**config.mk**
```make
export PLATFORM = sky130hd
export DESIGN_NAME = key_debounce
export DESIGN_NICKNAME = d
export VERILOG_FILES = /design/src/rtl/key_debounce.sv
export SDC_FILE = /design/constraint.sdc
export NUM_CORES = 1
export LEC_CHECK = 0
export ABC_AREA = 0
export BUFFER_PORTS_ARGS = -buffer_cell sky130_fd_sc_hd__buf_2
export CELL_PAD_IN_SITES_DETAIL_PLACEMENT = 0
export CELL_PAD_IN_SITES_GLOBAL_PLACEMENT = 1
export CORE_MARGIN = 2
export CORE_UTILIZATION = 50
export DETAILED_ROUTE_END_ITERATION = 7
export MAX_ROUTING_LAYER = met4
export PLACE_DENSITY = 0.85
export SLEW_MARGIN = 20
export SYNTH_ARGS = -nofsm -noshare
export SYNTH_HDL_FRONTEND = slang
export SYNTH_SLANG_ARGS = --single-unit
export TNS_END_PERCENT = 30
```
**constraint.sdc**
```tcl
create_clock -name clock -period 2.8 [get_ports clock]
set_input_delay 0.56 -clock clock [delete_from_list [all_inputs] [get_ports clock]]
set_output_delay 0.56 -clock clock [all_outputs]
set_load 0.01 [all_outputs]
```
**src/rtl/key_debounce.sv**
```systemverilog
// key_debounce
//   Conditions the raw lock-keypad pins for the row generator. Each raw key
//   is double-flop synchronized, then debounced on its own: the debounced
//   level only flips after the synchronized level has disagreed with it for
//   DB_CYCLES consecutive clocks. An arbitration FSM then passes at most one
//   key through, rejects multi-key presses, and requires every key to be
//   released before it will accept another one (no rollover).
//
// Ports
//   clock    system clock, rising edge
//   reset    asynchronous active-low reset
//   Key_raw  raw key levels, 1 = pressed, asynchronous to clock
//   Key      arbitrated key vector, one-hot or all-zero (registered)
//   Press    one-cycle pulse when a key is accepted (registered)
//   Code     index of the accepted key, 4'hF when none (registered)
//   Jam      high while a multi-key press is being rejected (registered)
//
// Arbitration states
//   state | meaning
//   IDLE  | all keys released, ready to accept a single key
//   HELD  | one key accepted and still held; other keys are ignored
//   JAM   | two or more keys seen from IDLE; wait for all released
//   DRAIN | held key released while others remain; wait for all released

module key_debounce #(
    parameter int N_KEYS    = 12,
    parameter int DB_CYCLES = 20000
) (
    input  logic              clock,
    input  logic              reset,
    input  logic [N_KEYS-1:0] Key_raw,
    output logic [N_KEYS-1:0] Key,
    output logic              Press,
    output logic [3:0]        Code,
    output logic              Jam
);

    localparam int CW = $clog2(DB_CYCLES);
    localparam logic [CW-1:0] CNT_LAST = CW'(DB_CYCLES - 1);

    typedef enum logic [1:0] {
        IDLE  = 2'd0,
        HELD  = 2'd1,
        JAM   = 2'd2,
        DRAIN = 2'd3
    } state_t;

    logic [N_KEYS-1:0] sync_a;
    logic [N_KEYS-1:0] sync_b;
    logic [N_KEYS-1:0] d;
    logic [CW-1:0]     cnt [N_KEYS];

    state_t            state;
    state_t            state_nxt;
    logic [N_KEYS-1:0] key_q;
    logic [N_KEYS-1:0] key_nxt;
    logic [3:0]        code_q;
    logic [3:0]        code_nxt;
    logic              press_q;
    logic              press_nxt;
    logic              jam_q;
    logic              jam_nxt;

    logic              one_hot;
    logic              held_hit;
    logic [3:0]        idx;

    always_ff @(posedge clock or negedge reset) begin
        if (!reset) begin
            sync_a <= '0;
            sync_b <= '0;
        end else begin
            sync_a <= Key_raw;
            sync_b <= sync_a;
        end
    end

    // The counter tracks how long the synchronized level has disagreed with
    // the debounced level; it clears on agreement and on the flip, so it
    // never needs to wrap.
    always_ff @(posedge clock or negedge reset) begin
        if (!reset) begin
            d <= '0;
            for (int i = 0; i < N_KEYS; i++) begin
                cnt[i] <= '0;
            end
        end else begin
            for (int i = 0; i < N_KEYS; i++) begin
                if (sync_b[i] == d[i]) begin
                    cnt[i] <= '0;
                end else if (cnt[i] == CNT_LAST) begin
                    d[i]   <= ~d[i];
                    cnt[i] <= '0;
                end else begin
                    cnt[i] <= cnt[i] + 1'b1;
                end
            end
        end
    end

    always_comb begin
        one_hot  = (d != '0) && ((d & (d - 1'b1)) == '0);
        // key_q is the latched one-hot copy of the accepted key, so masking
        // with it tests d[Code] without an out-of-range index.
        held_hit = |(d & key_q);
        idx      = 4'hF;
        for (int i = 0; i < N_KEYS; i++) begin
            if (d[i]) begin
                idx = 4'(i);
            end
        end
    end

    always_ff @(posedge clock or negedge reset) begin
        if (!reset) begin
            state   <= IDLE;
            key_q   <= '0;
            code_q  <= 4'hF;
            press_q <= 1'b0;
            jam_q   <= 1'b0;
        end else begin
            state   <= state_nxt;
            key_q   <= key_nxt;
            code_q  <= code_nxt;
            press_q <= press_nxt;
            jam_q   <= jam_nxt;
        end
    end

    always_comb begin
        state_nxt = state;
        key_nxt   = key_q;
        code_nxt  = code_q;
        press_nxt = 1'b0;
        jam_nxt   = jam_q;
        case (state)
            IDLE: begin
                key_nxt  = '0;
                code_nxt = 4'hF;
                jam_nxt  = 1'b0;
                if (one_hot) begin
                    state_nxt = HELD;
                    key_nxt   = d;
                    code_nxt  = idx;
                    press_nxt = 1'b1;
                end else if (d != '0) begin
                    state_nxt = JAM;
                    jam_nxt   = 1'b1;
                end
            end
            HELD: begin
                if (!held_hit) begin
                    key_nxt   = '0;
                    code_nxt  = 4'hF;
                    state_nxt = (d == '0) ? IDLE : DRAIN;
                end
            end
            JAM: begin
                key_nxt  = '0;
                code_nxt = 4'hF;
                if (d == '0) begin
                    state_nxt = IDLE;
                    jam_nxt   = 1'b0;
                end
            end
            DRAIN: begin
                key_nxt  = '0;
                code_nxt = 4'hF;
                jam_nxt  = 1'b0;
                if (d == '0) begin
                    state_nxt = IDLE;
                end
            end
            default: begin
                state_nxt = IDLE;
                key_nxt   = '0;
                code_nxt  = 4'hF;
                jam_nxt   = 1'b0;
            end
        endcase
    end

    assign Key   = key_q;
    assign Code  = code_q;
    assign Press = press_q;
    assign Jam   = jam_q;

endmodule

```
==> flow_summary.yaml <==
clock_network:
  cts_root_buf: "clkbuf_16"
  cts_resized: 0
  tritoncts: "built"
  htree_levels: 1
  holdBufCountCts: 0
  post_cts_buffers: 0
  clockBufferDepth: 3
  clock_latency_ps: 520
  clk_pin_slew_ps: 60
  numCtsBuffers: 26
  cts.sinks: 236
die:
  die_y_microns: 153
  initial_utilization: 0.509
  num_rows: 54
  core-area_sq_um: 21800
  die-width_microns: 153
  io_pins: 32
  dieArea_sq_um: 23400
placement:
  io_buffer_count: 31
  hpwl_microns: 14200
  gp_congestion: 0.882
  detailedPlace.worstSlack_ps: 470
grt:
  grt_pass1_wl_microns: 36800
  antenna_found_initial: 0
  grt_overflow_total: 0
  grtUsageTotal: 0.190
  grt_pass1_vias: 7615
  grt_start_max_net_pins: 77
worst_setup_path:
  path_delay_family: "simple AND/OR/NAND/NOR gates"
  slowest_stage: "or4_4"
  cp-endpoint: "Key[8]"
  r2r_start: "d[1]"
  crit_required_ps: 3260
  crit_chain: "or4_4 > maj3_2 > and4b_1 > a32o_1"
  cp_max_fo: 15
  reg2reg_depth: 4
  startpoint: "d[1]"
  rrSetupSlack_ps: 460
  endpoint_kind: "flip-flop"
  cp_num_cells: 4
  cpPeakStageDelay_ps: 610
  cp.arrival_ps: 2800
  startpoint_type: "flip-flop"
  path_buf_inv: 0
  critPathKind: "reg -> reg"
  r2r-end: "Key[8]"
cells_and_area:
  nets: 1135
  n_fill_cell: 1883
  diodes: 0
  drive_gt1_frac: 0.0930
  area_growth_pct: 12.3
route:
  vias_per_cell: 5.49
  drt_iter0_markers: 403
  vias: 7740
  route.detailed.drc: 0
  dr.pass1.iters: 5
  drt.antenna.violating_nets: 0
  wirelength_microns: 21100
  wl_per_cell_microns: 15.0
power:
  ir_worst_vdd_mv: 0.394
  power.density_nw_per_um2: 596
  p_leak_uw: 0.00537
yosys:
  ys.flop_type: "dfrtp_1"
  synthTopCellsByCount: "dfrtp_1, nor2_1, xnor2_1"
  netlist_area_sq_um: 11100
  synth_edf_count: 0
  ys_seq_area_frac: 0.533
  ys.warnings.count: 0
  ys_ff_latch: 236
  synthArstFlopShare: 1.00
  avgSynthCellArea_sq_um: 10.3
  synth_cell_types: 54
  synth_top_cell_by_area: "dfrtp_1"
  synth_area_leaders: "dfrtp_1, xnor2_1, nor2_1"
  syn-instance-count: 1081
  syn_nets: 1107
  synth_top_area_frac: 0.524
  synth.most_common_cell: "dfrtp_1"
timing:
  finalSetupViolations: 0
  fin_skew_ps: 7.01
  slew_headroom: 0.544
  max_clock_freq_ghz: 0.427
  rsz0062_at_grt: "no"
  worst_pin_slew_ps: 678
  drv_slew: 0
  min_period_ps: 2340
  fin_ws_ps: 458
  hold_viol_final: 0
  fin_tns_setup_ps: 0
  fin_crit_sh: 0.836
outcome:
  outcome: "complete, no violations"
run:
  maxCapViolations: 0
worst_hold_path:
  worstHoldPathType: "in -> async"
-- metal layers --
layer  part of all wire  vias to the layer above  track usage  wire (microns)
met3              0.039                       23       0.0320             827
met1               0.48                     3764        0.263           10200
met2               0.47                      102        0.297            9850
met5                  0                        -            -               0
met4              0.013                        0       0.0454             280
li1                   -                     3851            -               -
-- report_power, final --
group | internal [uW] | leakage [uW] | switching, uW
sequential | 3470 | 0.00320 | 51.8
combinational | 69.0 | 0.00172 | 156
clock | 2310 | 0.000461 | 1360
-- layout make-up --
| class | instances | area, sq um | share of cell area |
|---|---|---|---|
| Inverter | 24 | 90.1 | 0.00724 |
| Sequential cell | 236 | 5910 | 0.475 |
| Clock inverter | 9 | 148 | 0.0119 |
| Tap cell | 280 | 350 | 0.0281 |
| Clock buffer | 39 | 791 | 0.0635 |
| Multi-Input combinational cell | 779 | 4880 | 0.392 |
| Timing Repair Buffer | 42 | 273 | 0.0219 |
-- cells by family after synthesis --
| logic type | share of synthesized area |
|---|---|
| AND/OR/NAND/NOR | 0.247 |
| AO/OA/AOI/OAI | 0.0412 |
| XOR/XNOR | 0.125 |
| flip-flops | 0.533 |
| adder cells (fa/ha/maj) | 0.0155 |
| multiplexers | 0.0122 |
| buffers and inverters | 0.0259 |
-- through the flow --
| stage | hold slack, ps | total power (uW) | utilization | cell area [sq um] | cells |
|---|---|---|---|---|---|
| 2_1_floorplan | 264 | 3690 | - | 11100 | 1081 |
| 3_3_place_gp | 334 | 3810 | 0.529 | 11500 | 1361 |
| 4_1_cts | 33.1 | 7530 | 0.572 | 12400 | 1409 |
| 5_1_grt | 50.0 | 7710 | 0.572 | 12400 | 1409 |
| 6_report | 13.2 | 7420 | 0.572 | 12400 | 1409 |
| 3_5_place_dp | 335 | 3820 | 0.529 | 11500 | 1361 |
-- sequential cells by signal, summed over array words and instances (netlist names) --
signal	cells
cnt	180
Key	12
d	12
sync_a	12
sync_b	12
Code	4
state	2
Jam	1
Press	1
-- worst min-delay path by stage --
stage / startpoint / cells after the start / endpoint / slack, ps
after floorplan: reset / 0 / Jam / 260
after global placement: sync_a[0] / 0 / sync_b[0] / 330
after detailed placement: sync_a[1] / 0 / sync_b[1] / 330
after CTS: reset / 1 / sync_b[6] / 30
after global routing: reset / 1 / cnt[86] / 50
final: reset / 1 / cnt[85] / 10
-- cell usage in the layout, fill, tap and decap left out, types with 30 or more instances in the layout --
| cell type | Yosys | routed |
|---|---|---|
| xor2_1 | 71 | 71 |
| nor3_1 | 33 | 33 |
| nor4_1 | 30 | 30 |
| buf_2 | 4 | 30 |
| dfrtp_1 | 232 | 232 |
| xnor2_1 | 87 | 87 |
| nor2_1 | 183 | 183 |
| nand4_1 | 65 | 65 |
| nand3_1 | 50 | 50 |
| nand2_1 | 61 | 61 |
(Power assumes the default switching activity.)
